<file path="src/rtl/change_dispenser_pkg.sv">
// Shared types and constants for the change dispenser: coin codes, status codes,
// FSM states and the nickel-unit value of each coin.
package change_pkg;

    typedef enum logic [1:0] {
        NONE    = 2'd0,
        NICKEL  = 2'd1,
        DIME    = 2'd2,
        QUARTER = 2'd3
    } coin_e;

    typedef enum logic [1:0] {
        EXACT        = 2'd0,
        CHANGE_OK    = 2'd1,
        CHANGE_SHORT = 2'd2,
        UNDERPAID    = 2'd3
    } status_e;

    typedef enum logic [1:0] {
        IDLE     = 2'd0,
        CALC     = 2'd1,
        DISPENSE = 2'd2,
        DONE     = 2'd3
    } state_e;

    localparam logic [2:0] Q_VAL = 3'd5;
    localparam logic [2:0] D_VAL = 3'd2;
    localparam logic [2:0] N_VAL = 3'd1;

    function automatic logic [2:0] coin_value(input coin_e c);
        case (c)
            QUARTER: coin_value = Q_VAL;
            DIME:    coin_value = D_VAL;
            NICKEL:  coin_value = N_VAL;
            default: coin_value = 3'd0;
        endcase
    endfunction

endpackage

</file>
<file path="src/rtl/change_dispenser_if.sv">
// Bundle of the start, restock, coin-stream and result signals of the dispenser.
// The master side is the payment front-end / actuator environment.
interface change_dispenser_if
    import change_pkg::*;
#(
    parameter int AMT_W = 8,
    parameter int CNT_W = 4
);
    logic             start_valid;
    logic             start_ready;
    logic [AMT_W-1:0] cost;
    logic [AMT_W-1:0] paid;
    logic             restock_valid;
    logic             restock_ready;
    logic [CNT_W-1:0] restock_q;
    logic [CNT_W-1:0] restock_d;
    logic [CNT_W-1:0] restock_n;
    logic             coin_valid;
    logic             coin_ready;
    coin_e            coin;
    logic             done;
    status_e          status;
    logic [AMT_W-1:0] remaining;
    logic [CNT_W-1:0] inv_q;
    logic [CNT_W-1:0] inv_d;
    logic [CNT_W-1:0] inv_n;

    modport master (
        output start_valid, cost, paid,
        output restock_valid, restock_q, restock_d, restock_n,
        output coin_ready,
        input  start_ready, restock_ready, coin_valid, coin,
        input  done, status, remaining, inv_q, inv_d, inv_n
    );

    modport slave (
        input  start_valid, cost, paid,
        input  restock_valid, restock_q, restock_d, restock_n,
        input  coin_ready,
        output start_ready, restock_ready, coin_valid, coin,
        output done, status, remaining, inv_q, inv_d, inv_n
    );
endinterface

</file>
<file path="src/rtl/change_dispenser_coin_select.sv">
// Greedy coin picker: largest coin whose value fits in the remaining change and
// which is still in stock; NONE when nothing qualifies.
module change_dispenser_coin_select
    import change_pkg::*;
#(
    parameter int AMT_W = 8,
    parameter int CNT_W = 4
) (
    input  logic [AMT_W-1:0] remaining,
    input  logic [CNT_W-1:0] cnt_q,
    input  logic [CNT_W-1:0] cnt_d,
    input  logic [CNT_W-1:0] cnt_n,
    output coin_e            sel
);

    // Priority QUARTER > DIME > NICKEL, value may equal the remaining amount
    always_comb begin
        sel = NONE;
        if ((cnt_q != '0) && (AMT_W'(Q_VAL) <= remaining)) begin
            sel = QUARTER;
        end else if ((cnt_d != '0) && (AMT_W'(D_VAL) <= remaining)) begin
            sel = DIME;
        end else if ((cnt_n != '0) && (AMT_W'(N_VAL) <= remaining)) begin
            sel = NICKEL;
        end else begin
            sel = NONE;
        end
    end

endmodule

</file>
<file path="src/rtl/change_dispenser.sv">
// Sequential change dispenser: accepts a (cost, paid) transaction, keeps its own
// coin inventory and streams greedy change one coin per accepted beat.
module change_dispenser
    import change_pkg::*;
#(
    parameter int AMT_W     = 8,
    parameter int CNT_W     = 4,
    parameter int MAX_COINS = 4
) (
    input logic         clk,
    input logic         rst_n,
    change_dispenser_if.slave bus
);

    localparam int CC_W = (MAX_COINS < 2) ? 1 : $clog2(MAX_COINS + 1);

    state_e           state_r;
    state_e           state_nxt_s;
    logic [AMT_W-1:0] cost_r;
    logic [AMT_W-1:0] paid_r;
    logic [AMT_W-1:0] remaining_r;
    status_e          status_r;
    logic             done_r;
    logic [CNT_W-1:0] inv_q_r;
    logic [CNT_W-1:0] inv_d_r;
    logic [CNT_W-1:0] inv_n_r;
    logic [CC_W-1:0]  coin_cnt_r;

    coin_e            sel_s;
    coin_e            coin_s;
    logic             coin_valid_s;
    logic             idle_s;
    logic             start_fire_s;
    logic             restock_fire_s;
    logic             coin_fire_s;
    logic [AMT_W-1:0] coin_amt_s;

    function automatic logic [CNT_W-1:0] sat_add(input logic [CNT_W-1:0] a,
                                                 input logic [CNT_W-1:0] b);
        logic [CNT_W:0] sum;
        sum = {1'b0, a} + {1'b0, b};
        sat_add = sum[CNT_W] ? {CNT_W{1'b1}} : sum[CNT_W-1:0];
    endfunction

    change_dispenser_coin_select #(
        .AMT_W (AMT_W),
        .CNT_W (CNT_W)
    ) u_coin_select (
        .remaining (remaining_r),
        .cnt_q     (inv_q_r),
        .cnt_d     (inv_d_r),
        .cnt_n     (inv_n_r),
        .sel       (sel_s)
    );

    // FSM state register
    always_ff @(posedge clk or negedge rst_n) begin
        if (!rst_n) begin
            state_r <= IDLE;
        end else begin
            state_r <= state_nxt_s;
        end
    end

    // FSM outputs and handshake qualifiers, all derived from registered state
    always_comb begin
        idle_s       = (state_r == IDLE);
        coin_valid_s = 1'b0;
        coin_s       = NONE;
        if ((state_r == DISPENSE) && (sel_s != NONE) &&
            (coin_cnt_r < CC_W'(MAX_COINS))) begin
            coin_valid_s = 1'b1;
            coin_s       = sel_s;
        end else begin
            coin_valid_s = 1'b0;
            coin_s       = NONE;
        end
        start_fire_s   = idle_s & bus.start_valid;
        restock_fire_s = idle_s & bus.restock_valid;
        coin_fire_s    = coin_valid_s & bus.coin_ready;
        coin_amt_s     = AMT_W'(coin_value(coin_s));
    end

    // FSM next-state logic
    always_comb begin
        state_nxt_s = state_r;
        case (state_r)
            IDLE:     state_nxt_s = start_fire_s ? CALC : IDLE;
            CALC:     state_nxt_s = (paid_r > cost_r) ? DISPENSE : DONE;
            // Leaving covers both "all change given" and "cannot give more"
            DISPENSE: state_nxt_s = coin_valid_s ? DISPENSE : DONE;
            DONE:     state_nxt_s = IDLE;
            default:  state_nxt_s = IDLE;
        endcase
    end

    // Transaction datapath, inventory and registered result outputs
    always_ff @(posedge clk or negedge rst_n) begin
        if (!rst_n) begin
            cost_r      <= '0;
            paid_r      <= '0;
            remaining_r <= '0;
            status_r    <= EXACT;
            done_r      <= 1'b0;
            inv_q_r     <= '0;
            inv_d_r     <= '0;
            inv_n_r     <= '0;
            coin_cnt_r  <= '0;
        end else begin
            done_r <= (state_nxt_s == DONE);
            case (state_r)
                IDLE: begin
                    if (start_fire_s) begin
                        cost_r <= bus.cost;
                        paid_r <= bus.paid;
                    end
                    if (restock_fire_s) begin
                        inv_q_r <= sat_add(inv_q_r, bus.restock_q);
                        inv_d_r <= sat_add(inv_d_r, bus.restock_d);
                        inv_n_r <= sat_add(inv_n_r, bus.restock_n);
                    end
                end
                CALC: begin
                    coin_cnt_r <= '0;
                    if (paid_r < cost_r) begin
                        remaining_r <= cost_r - paid_r;
                        status_r    <= UNDERPAID;
                    end else if (paid_r == cost_r) begin
                        remaining_r <= '0;
                        status_r    <= EXACT;
                    end else begin
                        remaining_r <= paid_r - cost_r;
                    end
                end
                DISPENSE: begin
                    if (coin_fire_s) begin
                        remaining_r <= remaining_r - coin_amt_s;
                        coin_cnt_r  <= coin_cnt_r + CC_W'(1'b1);
                        case (coin_s)
                            QUARTER: inv_q_r <= inv_q_r - CNT_W'(1'b1);
                            DIME:    inv_d_r <= inv_d_r - CNT_W'(1'b1);
                            NICKEL:  inv_n_r <= inv_n_r - CNT_W'(1'b1);
                            default: inv_n_r <= inv_n_r;
                        endcase
                    end else if (!coin_valid_s) begin
                        status_r <= (remaining_r == '0) ? CHANGE_OK : CHANGE_SHORT;
                    end
                end
                default: begin
                    coin_cnt_r <= coin_cnt_r;
                end
            endcase
        end
    end

    assign bus.start_ready   = idle_s;
    assign bus.restock_ready = idle_s;
    assign bus.coin_valid    = coin_valid_s;
    assign bus.coin          = coin_s;
    assign bus.done          = done_r;
    assign bus.status        = status_r;
    assign bus.remaining     = remaining_r;
    assign bus.inv_q         = inv_q_r;
    assign bus.inv_d         = inv_d_r;
    assign bus.inv_n         = inv_n_r;

endmodule

</file>
<file path="src/flat_wrapper.sv">
// flat-port wrapper written by rule: the top's interface ports become plain ports
module change_dispenser_flat import change_pkg::*;
#(
    parameter int AMT_W     = 8,
    parameter int CNT_W     = 4,
    parameter int MAX_COINS = 4
)
  (clk, rst_n, bus_start_valid, bus_cost, bus_paid, bus_restock_valid, bus_restock_q, bus_restock_d, bus_restock_n, bus_coin_ready, bus_start_ready, bus_restock_ready, bus_coin_valid, bus_coin, bus_done, bus_status, bus_remaining, bus_inv_q, bus_inv_d, bus_inv_n);
  change_dispenser_if #(.AMT_W(AMT_W), .CNT_W(CNT_W)) bus_i ();
  input logic clk;
  input logic rst_n;
  input wire logic [$bits(bus_i.start_valid)-1:0] bus_start_valid;
  input wire logic [$bits(bus_i.cost)-1:0] bus_cost;
  input wire logic [$bits(bus_i.paid)-1:0] bus_paid;
  input wire logic [$bits(bus_i.restock_valid)-1:0] bus_restock_valid;
  input wire logic [$bits(bus_i.restock_q)-1:0] bus_restock_q;
  input wire logic [$bits(bus_i.restock_d)-1:0] bus_restock_d;
  input wire logic [$bits(bus_i.restock_n)-1:0] bus_restock_n;
  input wire logic [$bits(bus_i.coin_ready)-1:0] bus_coin_ready;
  output wire logic [$bits(bus_i.start_ready)-1:0] bus_start_ready;
  output wire logic [$bits(bus_i.restock_ready)-1:0] bus_restock_ready;
  output wire logic [$bits(bus_i.coin_valid)-1:0] bus_coin_valid;
  output wire logic [$bits(bus_i.coin)-1:0] bus_coin;
  output wire logic [$bits(bus_i.done)-1:0] bus_done;
  output wire logic [$bits(bus_i.status)-1:0] bus_status;
  output wire logic [$bits(bus_i.remaining)-1:0] bus_remaining;
  output wire logic [$bits(bus_i.inv_q)-1:0] bus_inv_q;
  output wire logic [$bits(bus_i.inv_d)-1:0] bus_inv_d;
  output wire logic [$bits(bus_i.inv_n)-1:0] bus_inv_n;
  assign bus_i.start_valid = bus_start_valid;
  assign bus_i.cost = bus_cost;
  assign bus_i.paid = bus_paid;
  assign bus_i.restock_valid = bus_restock_valid;
  assign bus_i.restock_q = bus_restock_q;
  assign bus_i.restock_d = bus_restock_d;
  assign bus_i.restock_n = bus_restock_n;
  assign bus_i.coin_ready = bus_coin_ready;
  assign bus_start_ready = bus_i.start_ready;
  assign bus_restock_ready = bus_i.restock_ready;
  assign bus_coin_valid = bus_i.coin_valid;
  assign bus_coin = bus_i.coin;
  assign bus_done = bus_i.done;
  assign bus_status = bus_i.status;
  assign bus_remaining = bus_i.remaining;
  assign bus_inv_q = bus_i.inv_q;
  assign bus_inv_d = bus_i.inv_d;
  assign bus_inv_n = bus_i.inv_n;
  change_dispenser #(.AMT_W(AMT_W), .CNT_W(CNT_W), .MAX_COINS(MAX_COINS)) u_core (.clk(clk), .rst_n(rst_n), .bus(bus_i));
endmodule
</file>
<file path="config.mk">
export PLATFORM = sky130hd
export DESIGN_NAME = change_dispenser_flat
export DESIGN_NICKNAME = d
export VERILOG_FILES = /design/src/rtl/change_dispenser_pkg.sv /design/src/rtl/change_dispenser_if.sv /design/src/rtl/change_dispenser_coin_select.sv /design/src/rtl/change_dispenser.sv /design/src/flat_wrapper.sv
export SDC_FILE = /design/constraint.sdc
export NUM_CORES = 1
export LEC_CHECK = 0
export CORE_ASPECT_RATIO = 0.75
export CORE_UTILIZATION = 45
export CTS_BUF_LIST = sky130_fd_sc_hd__clkbuf_8 sky130_fd_sc_hd__clkbuf_16
export DETAILED_ROUTE_END_ITERATION = 8
export GPL_TIMING_DRIVEN = 0
export PLACE_DENSITY = 0.71
export RECOVER_POWER = 50
export SLEW_MARGIN = 5
export SYNTH_ARGS = -nofsm -noshare
export SYNTH_HDL_FRONTEND = slang
export SYNTH_SLANG_ARGS = --single-unit
</file>
<file path="constraint.sdc">
create_clock -name clk -period 6.2 [get_ports clk]
set_input_delay 0.93 -clock clk [delete_from_list [all_inputs] [get_ports clk]]
set_output_delay 0.93 -clock clk [all_outputs]
set_load 0.02 [all_outputs]
</file>
== Word-level counts from Yosys, hierarchy flattened ==
Cells that the tools add are included.

* Reductions and logical operators: 19
* Bitwise operators: 3
* Add/sub/neg operators: 10
* Equal/unequal tests: 16
* Magnitude comparators: 6
* Muxes and demuxes: 37

{| class="wikitable"
|+ Operators by type and width
! cell !! number
|-
| $mux 4 || 12
|-
| $mux 8 || 3
|-
| $pmux 4 s2 || 3
|-
| $mux 2 || 8
|-
| $pmux 8 s2 || 1
|-
| $reduce_and 4->1 || 4
|-
| $sub 8x8->8 || 2
|-
| $add 4x4->5 || 3
|-
| $reduce_bool 4->1 || 3
|-
| $sub 4x1->4 const B || 3
|-
| $eq 2x2->1 const B || 5
|-
| $ne 2x2->1 const B || 5
|-
| $pmux 3 s3 || 1
|-
| $eq 8x8->1 || 1
|-
| $gt 8x8->1 || 1
|-
| $le 1x8->1 const A || 1
|-
| $le 2x8->1 const A || 1
|-
| $le 3x8->1 const A || 1
|-
| $logic_not 8->1 || 1
|-
| $lt 8x8->1 || 1
|-
| $pmux 2 s4 || 1
|-
| $sub 8x3->8 || 1
|-
| $pmux 3 s2 || 1
|-
| $reduce_bool 2->1 || 3
|-
| 12 further kinds || 25
|}

* Flip-flop bits (word level): 44
* Output and inout port bits: 28
* Input port bits: 33
* Word-level logic and storage cells: 101

== Logic depth before layout (Yosys ltp) ==
Gate-level depths: netlist (run 1).

* Depth in word-level cells: 14
* Gate-level depth with buffers: 15
* Gate-level depth less buffers: 15

== Cells and area by module ==
From an unflattened synthesis (run 1), not the netlist that was laid out.

* Cell total of the unflattened synthesis: 399
* Area, all modules: 3611.0 µm²

{| class="wikitable"
|+ Modules (own cells, without submodules)
! module !! area each (µm²) !! cells an instance !! times used !! sequential area each (µm²)
|-
| change_dispenser || 3503.4 || 382 || 1 || 1101.1
|-
| change_dispenser_coin_select || 107.6 || 17 || 1 || 0.0
|}

== Least setup slack after synthesis (run 1) ==
Ideal clock, no wire load.

* Path type: reg2reg
* From: reg u_core.remaining_r[3], in the netlist u_core.bus.remaining[3]
* To: reg u_core.remaining_r[6], in the netlist u_core.bus.remaining[6]
* Arrival time: 2945 ps
* Buffers on the path: 0
* Data required time: 6071 ps
* Slack: 3126 ps
* Clock period less this slack: 3074 ps
* Library setup time: 129 ps
* Stages on the path, launching flop included: 14
* Path through: dfrtp_1 -> or4_4 -> o31ai_1 -> a21oi_1 -> nor2_1 -> ha_1 -> inv_1 -> fa_1 -> a211oi_1 -> nand2_1 -> nand3_1 -> o21ai_0 -> mux2i_1 -> o21ai_0

* Cells in the longest elaborated chain, start to end: 14
* Elaborated cells on any way between the ends: 24
* Those cells by class: 1 x add/sub; 3 x order compare; 4 x eq/ne; 8 x mux; 1 x bitwise; 7 x reduce/logical

{| class="wikitable"
|+ RTL lines
! item !! line !! text
|-
| start, declared || change_dispenser.sv:21 || <nowiki>logic [AMT_W-1:0] remaining_r;</nowiki>
|-
| start signal, assigned || change_dispenser.sv:126 || <nowiki>remaining_r <= cost_r - paid_r;</nowiki>
|-
| start signal, assigned || change_dispenser.sv:132 || <nowiki>remaining_r <= paid_r - cost_r;</nowiki>
|-
| start signal, assigned || change_dispenser.sv:137 || <nowiki>remaining_r <= remaining_r - coin_amt_s;</nowiki>
|-
| $le 1x8->1 || change_dispenser_coin_select.sv:23 || <nowiki>end else if ((cnt_n != '0) && (AMT_W'(N_VAL) <= remaining)) begin</nowiki>
|-
| $logic_and 1x1->1 || change_dispenser_coin_select.sv:23 ||
|-
| $mux 1 || change_dispenser_coin_select.sv:23 ||
|-
| $mux 2 || change_dispenser_coin_select.sv:21 || <nowiki>end else if ((cnt_d != '0) && (AMT_W'(D_VAL) <= remaining)) begin</nowiki>
|-
| $mux 2 || change_dispenser_coin_select.sv:19 || <nowiki>if ((cnt_q != '0) && (AMT_W'(Q_VAL) <= remaining)) begin</nowiki>
|-
| $reduce_bool 2->1 || change_dispenser.sv:70 || <nowiki>if ((state_r == DISPENSE) && (sel_s != NONE) &&</nowiki>
|-
| $logic_and 1x1->1 (2 in series) || change_dispenser.sv:70 ||
|-
| $mux 2 || change_dispenser.sv:70 ||
|-
| $eq 2x1->1 / $eq 2x2->1 (equally long branches) || change_dispenser_pkg.sv:31 || <nowiki>case (c)</nowiki>
|-
| $pmux 3 s3 || change_dispenser_pkg.sv:31 ||
|-
| $sub 8x3->8 || change_dispenser.sv:137 ||
|-
| $mux 8 || change_dispenser.sv:136 || <nowiki>if (coin_fire_s) begin</nowiki>
|-
| $pmux 8 s2 || change_dispenser.sv:111 || <nowiki>case (state_r)</nowiki>
|}

Parallel ways exist; a longest one is shown, timed or not. The select of a mux whose other input is x is not followed.
A chain may end at the register's enable or synchronous reset.

== Worst setup path after layout (run 1) ==
Same ends and word-level chain as after synthesis.

==> impl_metrics.json, run 1 <==
{
  "status": "finished, final reports clean",
  "drt-initial-drc-count": 191,
  "end_kind": "register",
  "clock-sinks": 44,
  "final.min_clock_period_ns": 3.81,
  "grt-ovfl-total": 0,
  "setup_tns_ns": 0,
  "total_power_uw": 3060,
  "nets": 562,
  "worst_pin_slew_ns": 1.35,
  "dpl.hpwl_mm": 7.86,
  "viasPerCell": 5.70,
  "vias": 3364,
  "cp_data_arrival_time_ns": 3.98,
  "hold_class": "register to register",
  "design_area_sq_mm": 0.00474,
  "numPortBuffers": 60,
  "wl_per_cell_microns": 16.8,
  "relSlewSlack": 0.0998,
  "cts_setup_buffers": 0,
  "crit_path_start_kind": "register",
  "synthArstFlopShare": 1.00,
  "placed_area_sq_mm": 0.00461,
  "clk_latency_ns": 0.29,
  "p_switching_uw": 1500,
  "timing.rr.start": "u_core.bus.remaining[3]",
  "power.static_leakage_uw": 0.00211,
  "cts_buffer_depth": 2,
  "worstPathRequired_ns": 6.37,
  "grt_max_degree": 24,
  "syn_to_final_growth_pct": 22.8,
  "power_frac_comb": 0.709,
  "clkTransAtPathRegs_ns": 0.07,
  "rows": 28,
  "n_antenna_cell": 0,
  "cap_violations": 0,
  "reg2reg_to": "u_core.bus.remaining[6]",
  "pwr-share-clk": 0.090,
  "die_x_microns": 109,
  "r2r_cells": 13,
  "post-route-period-util": 0.615,
  "core_sq_mm": 0.00809,
  "power_density_mw_per_mm2": 647,
  "antenna_found_initial": 0,
  "die_area_sq_mm": 0.00895,
  "cts_root_buf": "clkbuf_16",
  "grt.total_usage": 0.237,
  "cts_buffers": 5,
  "clock.fmax_mhz": 262,
  "synth_seq_cells": 44,
  "rsz0062_at_grt": "false",
  "syn_nets": 494,
  "p_int_uw": 1560,
  "wirelength_mm": 9.92,
  "holdBufCountCts": 0,
  "ys_warn_count": 0,
  "vdd_drop_max_v": 0.000283,
  "ys_seq_area_frac": 0.285,
  "min_from": "u_core.cost_r[7]",
  "netlist_instances": 416,
  "routabilityCongestion": 0.940,
  "synth-edff-count": 0,
  "p_seq_frac": 0.201,
  "min_to": "u_core.cost_r[7]",
  "fin_skew_ns": 0.00470,
  "cts_resized": 0,
  "worst-path-max-fanout": 8,
  "layout_common_cells": "51 x clkdlybuf4s50_1, 44 x dfrtp_1, 39 x ha_1",
  "crit_type": "register to register",
  "htreeDepth": 2,
  "drcViolationCount": 0,
  "min_path_cells": 1,
  "ys.flop_type": "dfrtp_1",
  "grt_pass1_vias": 3156,
  "cts_tree": "done",
  "final_common_cell": "clkdlybuf4s50_1",
  "synth_cell_types": 73,
  "syn_avg_cell_area_sq_um": 9.28,
  "final_max_slew_viol_count": 0,
  "syn_area_sq_mm": 0.00386,
  "grt_pass1_wl_mm": 16.1,
  "rrSetupSlack_ns": 2.39,
  "setup_viol": 0,
  "first_pass_iters": 4,
  "switching_share": 0.490,
  "drive_gt1_frac": 0.115,
  "drtAntennaViolNets": 0,
  "boundaryPins": 61,
  "die_y_microns": 82.2,
  "hold_violations": 0,
  "start_util": 0.477
}
==> cell families after synthesis <==
family	Yosys count	share of synthesized area
AOI/OAI and AO/OA	113	0.213
xor gates and xnor gates	10	0.0227
adders and majority gates	45	0.158
buffers and inverters	53	0.0554
DFF	44	0.285
muxes	33	0.0957
and+or+nand+nor	118	0.171
==> through the flow <==
step | util | hold WS [ns] | worst slack [ns] | instances
floorplan | - | 0.479 | 3.13 | 416
CTS | 0.588 | 0.518 | 2.45 | 590
finish | 0.585 | 0.515 | 2.39 | 590
detailed placement | 0.570 | 0.504 | 2.46 | 582
global placement | 0.567 | 0.493 | 2.47 | 581
global route | 0.585 | 0.537 | 2.20 | 590
==> worst max-delay path, cell delays in order, from the launching register on <==
cell,delay (ns)
dfrtp_1,0.48
or4_4,0.62
o31ai_1,0.38
a21oi_1,0.16
nor2_1,0.24
ha_1,0.23
inv_1,0.06
fa_1,0.41
a211oi_1,0.48
nand2_1,0.13
nand3_1,0.09
o21ai_0,0.08
mux2i_1,0.20
o21ai_0,0.12
==> final cells by class <==
type,count,area (sq um)
fill,739,3360
multi-input combinational,319,2540
sequential,44,1100
timing repair buffer,61,598
inverter,38,143
clock buffer,6,139
tap,105,131
buffer,15,71.3
clock inverter,2,10.0
==> state kept, by name, indices dropped and copies added (netlist names) <==
name	count
u_core.bus.remaining	8
u_core.cost_r	8
u_core.paid_r	8
u_core.bus.inv_d	4
u_core.bus.inv_n	4
u_core.bus.inv_q	4
u_core.coin_cnt_r	3
u_core.bus.status	2
u_core.state_r	2
u_core.bus.done	1
==> metal layers <==
metal | global-route usage | vias up | routed length, microns
li1 | - | 1640 | -
met1 | 0.362 | 1605 | 5030
met2 | 0.341 | 106 | 4100
met3 | 0.0392 | 13 | 691
met4 | 0.0595 | 0 | 93
met5 | 0 | - | 0
==> how the worst max path moves through the flow <==
stage	start	endpoint	slack, ns	depth (start not counted)
final	u_core.bus.remaining[3]	u_core.bus.remaining[6]	2.39	13
after CTS	u_core.bus.remaining[3]	u_core.bus.remaining[6]	2.45	13
after detailed placement	u_core.bus.remaining[3]	u_core.bus.remaining[6]	2.46	13
after floorplan	u_core.bus.remaining[3]	u_core.bus.remaining[6]	3.13	13
after global placement	u_core.bus.remaining[3]	u_core.bus.remaining[6]	2.47	13
after global routing	u_core.bus.remaining[3]	u_core.bus.remaining[6]	2.20	13
==> power groups by stage <==
stage	clock, uW	combinational (uW)	sequential (uW)
2_1_floorplan	0	1490	655
3_3_place_gp	0	2110	612
3_5_place_dp	0	2160	620
4_1_cts	283	2170	616
5_1_grt	291	2410	641
6_report	276	2170	616
==> cell usage after synthesis, drive strengths merged, types with 2 or more instances <==
master  instances  area [sq um]
nor2b          13          81.3
a221oi          3          26.3
mux2i          11           110
or3b            3          31.3
mux2           22           259
o31a            3          26.3
ha             39           488
o21ai          23           115
nand2          26          97.6
nor3           11          55.1
a21oi          27           150
a21o           11          82.6
or2             4          25.0
buf             7          41.3
nor2           23          96.4
o211ai          4          40.0
nand4           3          18.8
a211oi          5          55.1
o21a            4          30.0
a31oi           5          31.3
nor3b           2          15.0
nand3           7          40.0
clkbuf          8          30.0
dfrtp          44          1100
a211o           4          35.0
nand2b          7          43.8
inv            38           143
or4b            2          20.0
and3            3          18.8
fa              6           120
xor2            3          26.3
xnor2           7          61.3
and2            4          25.0
o22ai           5          31.3
o31ai           2          15.0
nor4b           2          17.5
a22oi           3          22.5
o32ai           2          36.3
and4            2          17.5
Note: power is estimated with default switching activity, not from simulation.
==> run 2, diff against run 1 <==
- PLACE_DENSITY: 0.71 -> 0.73
- clock period: 6.2 -> 3.32 ns (I/O delays scaled with it)
==> impl_metrics.json, run 2 (same netlist as run 1, synthesis figures left out) <==
{
  "first_pass_iters": 4,
  "multiInputGateArea_sq_mm": 0.00262,
  "die_x_microns": 109,
  "grt.total_usage": 0.235,
  "cts_root_buf": "clkbuf_16",
  "hold_class": "primary input to asynchronous set/reset pin",
  "n_antenna_cell": 0,
  "cap_violations": 0,
  "core_sq_mm": 0.00809,
  "crit_type": "register to register",
  "viasPerCell": 5.74,
  "drcViolationCount": 0,
  "status": "finished, final reports clean",
  "die_area_sq_mm": 0.00895,
  "drt-initial-drc-count": 238,
  "wirelength_mm": 9.76,
  "final_max_slew_viol_count": 0,
  "hold_violations": 0,
  "vdd_drop_max_v": 0.000508,
  "cts_buffer_depth": 2,
  "end_kind": "register",
  "die_y_microns": 82.2,
  "antenna_found_initial": 0,
  "post-route-period-util": 0.960,
  "fin_skew_ns": 0.00600,
  "cts_tree": "done",
  "nets": 568,
  "grt_max_degree": 24,
  "worst_pin_slew_ns": 1.30,
  "worstPathRequired_ns": 3.49,
  "syn_to_final_growth_pct": 25.6,
  "grt-ovfl-total": 0,
  "power.static_leakage_uw": 0.00213,
  "drive_gt1_frac": 0.153,
  "regArea_sq_mm": 0.00110,
  "rsz0062_at_grt": "false",
  "switching_share": 0.489,
  "crit_buf_inv": 2,
  "total_power_uw": 5830,
  "crit_chain": "or4_4 > o31ai_4 > a21oi_2 > nor2_2 > ha_2 > inv_1 > fa_2 > a211oi_4 > buf_4 > nand3_1 > o21ai_0 > nor3_1",
  "timing.rr.start": "u_core.bus.remaining[4]",
  "clk_latency_ns": 0.29,
  "fillers": 699,
  "rows": 28,
  "setup_tns_ns": 0,
  "holdWs_ns": 0.469,
  "grt_pass1_vias": 3198,
  "cts_buffers": 5,
  "power_frac_comb": 0.722,
  "routabilityCongestion": 0.941,
  "final_common_cell": "clkdlybuf4s50_1",
  "relSlewSlack": 0.135,
  "start_util": 0.477,
  "power_density_mw_per_mm2": 1200,
  "drtAntennaViolNets": 0,
  "cp_data_arrival_time_ns": 3.35,
  "setup_viol": 0,
  "cp_slowest_cell": "or4_4",
  "dpl.hpwl_mm": 7.69,
  "vias": 3414,
  "clock.fmax_mhz": 314,
  "p_seq_frac": 0.196,
  "wl_per_cell_microns": 16.4,
  "clkTransAtPathRegs_ns": 0.06,
  "boundaryPins": 61,
  "pwr-share-clk": 0.082,
  "cpPeakStageDelay_ns": 0.60,
  "p_int_uw": 2980,
  "clock-sinks": 44,
  "crit_start": "u_core.bus.remaining[4]",
  "layout_common_cells": "52 x clkdlybuf4s50_1, 41 x dfrtp_1, 38 x inv_1",
  "p_switching_uw": 2850,
  "worst-path-max-fanout": 7,
  "final.min_clock_period_ns": 3.19,
  "crit_family": "simple AND/OR/NAND/NOR gates",
  "htreeDepth": 2,
  "numPortBuffers": 60,
  "crit_path_start_kind": "register",
  "grt_pass1_wl_mm": 16.2
}
-- run 2: worst register-to-register path, cell delays in order, from the launching register on --
cell and delay (ns):
dfrtp_2 0.45, or4_4 0.60, o31ai_4 0.28, a21oi_2 0.11, nor2_2 0.17, ha_2 0.21
inv_1 0.05, fa_2 0.38, a211oi_4 0.29, buf_4 0.16, nand3_1 0.07, o21ai_0 0.23
nor3_1 0.07
-- run 2: area by class of cell --
| type | instances | area share |
|---|---|---|
| buffer | 15 | 0.0147 |
| sequential | 44 | 0.228 |
| inverter | 38 | 0.0294 |
| clock buffer | 5 | 0.0258 |
| multi-input combinational | 319 | 0.540 |
| clock inverter | 2 | 0.00181 |
| timing repair buffer | 67 | 0.133 |
| tap | 105 | 0.0271 |
-- run 2: what timing repair did --
item | CTS | global route
pin swaps | 2 | 3
setup buffers | 2 | 4
setup endpoints to repair | 4 | 5
endpoints found under the hold margin | 0 | 0
resized for setup | 6 | 12
hold buffers | 0 | 0
-- run 2: stage by stage --
stage / utilization / setup slack, ns / instance area, sq um / cells
after floorplan: - / 0.246 / 3860 / 416
after global placement: 0.567 / -0.329 / 4590 / 581
after detailed placement: 0.570 / -0.385 / 4610 / 582
after CTS: 0.591 / 0.00432 / 4780 / 591
after global routing: 0.599 / 0.00758 / 4840 / 595
final: 0.599 / 0.132 / 4840 / 595
-- run 2: routing by layer --
layer	global-route usage	routed length [microns]	up-vias
li1	-	-	1649
met1	0.349	4880	1644
met2	0.352	4160	113
met3	0.0432	642	8
met4	0.0500	67	0
met5	0	0	-
-- run 2: path summary, 6_finish.rpt --
path / cells after the start / slack [ns] / to
max: 12 / 0.13 / u_core.bus.remaining[4]
min: 1 / 0.47 / u_core.cost_r[7]
max reg2reg: 12 / 0.13 / u_core.bus.remaining[4]
min reg2reg: 1 / 0.51 / u_core.cost_r[7]
max in group asynchronous: 2 / 0.96 / u_core.bus.remaining[3]
min in group clk: 1 / 0.51 / u_core.cost_r[7]
-- run 2: power by group through the flow --
stage / clock (uW) / sequential (uW) / combinational, uW
after floorplan: 0 / 1220 / 2780
final: 479 / 1140 / 4210
after global routing: 511 / 1200 / 4640
after CTS: 487 / 1140 / 4120
after detailed placement: 0 / 1160 / 4020
after global placement: 0 / 1140 / 3910
==> run 3, diff against run 2 <==
- CORE_MARGIN: default -> 5
==> impl_metrics.json, run 3 (same netlist as run 1, synthesis figures left out) <==
{
  "status": "finished, final reports clean",
  "rows": 29,
  "nets": 564,
  "worst-path-max-fanout": 6,
  "power_density_mw_per_mm2": 1210,
  "rsz0062_at_grt": "true",
  "routabilityCongestion": 0.872,
  "cp_data_arrival_time_ns": 3.39,
  "grt_pass1_wl_mm": 16.4,
  "first_pass_iters": 4,
  "cap_violations": 0,
  "post-route-period-util": 0.973,
  "layout_common_cells": "53 x clkdlybuf4s50_1, 40 x dfrtp_1, 38 x inv_1, 38 x ha_1, 26 x nand2_1",
  "clock.fmax_mhz": 310,
  "drtAntennaViolNets": 0,
  "die_x_microns": 117,
  "grt_max_degree": 26,
  "grt-ovfl-total": 0,
  "setup_tns_ns": 0,
  "n_antenna_cell": 0,
  "cts_tree": "done",
  "drive_gt1_frac": 0.146,
  "wirelength_mm": 10.0,
  "hold_violations": 0,
  "viasPerCell": 5.74,
  "fillers": 759,
  "dpl.hpwl_mm": 7.82,
  "clk_latency_ns": 0.29,
  "cts_buffer_depth": 2,
  "crit_path_frequent_cell": "o21ai_0",
  "cpPeakStageDelay_ns": 0.61,
  "crit_start": "u_core.bus.remaining[6]",
  "vdd_drop_max_v": 0.000487,
  "wl_per_cell_microns": 16.9,
  "holdBufCountCts": 0,
  "clkTransAtPathRegs_ns": 0.06,
  "drcViolationCount": 0,
  "setup_viol": 0,
  "grt.total_usage": 0.192,
  "htreeDepth": 2,
  "crit_path_start_kind": "register",
  "antenna_found_initial": 0,
  "final_max_slew_viol_count": 0,
  "fin_skew_ns": 0.00564,
  "drt-initial-drc-count": 227,
  "pre_cts_ws_ns": -0.261,
  "start_util": 0.458,
  "core_sq_mm": 0.00842,
  "worstPathRequired_ns": 3.48,
  "vias": 3418,
  "boundaryPins": 61,
  "post-route-util": 0.573,
  "cp_slowest_cell": "or4_4",
  "die_area_sq_mm": 0.0105,
  "final.min_clock_period_ns": 3.23,
  "relSlewSlack": 0.0387,
  "timing.rr.start": "u_core.bus.remaining[6]",
  "worst_pin_slew_ns": 1.44,
  "final_common_cell": "clkdlybuf4s50_1",
  "syn_to_final_growth_pct": 25.1,
  "power.static_leakage_uw": 0.00213,
  "grt_pass1_vias": 3405,
  "cts_buffers": 5,
  "crit_type": "register to register",
  "setup_ws_ns": 0.0911,
  "clock-sinks": 44,
  "hold_class": "primary input to asynchronous set/reset pin",
  "end_kind": "register",
  "cts_root_buf": "clkbuf_16",
  "numPortBuffers": 60,
  "die_y_microns": 90.2,
  "crit_chain": "or4_4 > o31ai_4 > a21oi_1 > nor2_2 > ha_1 > inv_1 > fa_2 > a211oi_4 > nand2_1 > nand3_1 > o21ai_0 > mux2i_1 > o21ai_0"
}
-- run 3: changes by cell type in the layout (fill, tap and decap cells not counted), sizes merged --
cell           delta
clkdlybuf4s50     +1
buf               -4
inv               +1
clkbuf            +1
dlygate4sd3       -1
clkinv            -1
-- run 3: worst max-delay path, delay by kind of cell (launching register included) --
kind / cells / cell delay [ns]
simple gates: 4 / 0.99
flops: 1 / 0.45
buf+inv: 1 / 0.06
compound gates: 5 / 0.90
fa+ha+maj: 2 / 0.57
mux: 1 / 0.14
-- run 3: final timing paths --
path                       depth (start not counted)  slack, ns                       to
max in group asynchronous                          2       0.95  u_core.bus.remaining[4]
hold reg to reg                                    1       0.51     u_core.bus.status[0]
setup reg to reg                                  13       0.09  u_core.bus.remaining[6]
min in group clk                                   1       0.51     u_core.bus.status[0]
setup / recovery                                  13       0.09  u_core.bus.remaining[6]
hold / removal                                     1       0.39         u_core.cost_r[7]
-- run 3: layout make-up --
type	instances	area, sq um	area share
Clock inverter	2	7.51	0.00156
Clock buffer	6	139	0.0288
Multi-Input combinational cell	319	2610	0.541
Inverter	38	143	0.0296
Timing Repair Buffer	63	613	0.127
Tap cell	108	135	0.0280
Sequential cell	44	1110	0.229
Buffer	15	71.3	0.0148
-- run 3: timing repair --
item / CTS / global route
gates cloned: 0 / 0
setup endpoints to repair: 4 / 7
buffers inserted: 0 / 2
pin swaps: 0 / 3
gates resized for setup: 4 / 15
-- run 3: metrics by stage --
| step | total power, uW | instances | hold WS (ns) | cell area (sq um) |
|---|---|---|---|---|
| final | 5840 | 595 | 0.386 | 4830 |
| after global routing | 6320 | 595 | 0.518 | 4830 |
| after CTS | 5730 | 593 | 0.179 | 4770 |
| after detailed placement | 5180 | 585 | 0.485 | 4610 |
| after global placement | 5040 | 584 | 0.494 | 4590 |
| after floorplan | 4000 | 416 | 0.202 | 3860 |
-- run 3: routing by layer --
metal | GRT usage | up-vias | wire [microns]
li1 | - | 1642 | -
met1 | 0.287 | 1659 | 4750
met2 | 0.289 | 104 | 4580
met3 | 0.0302 | 13 | 594
met4 | 0.0468 | 0 | 113
met5 | 0 | - | 0
-- run 3: report_power, final --
group,internal [uW],switching [uW]
combinational,1870,2300
sequential,817,348
clock,294,209
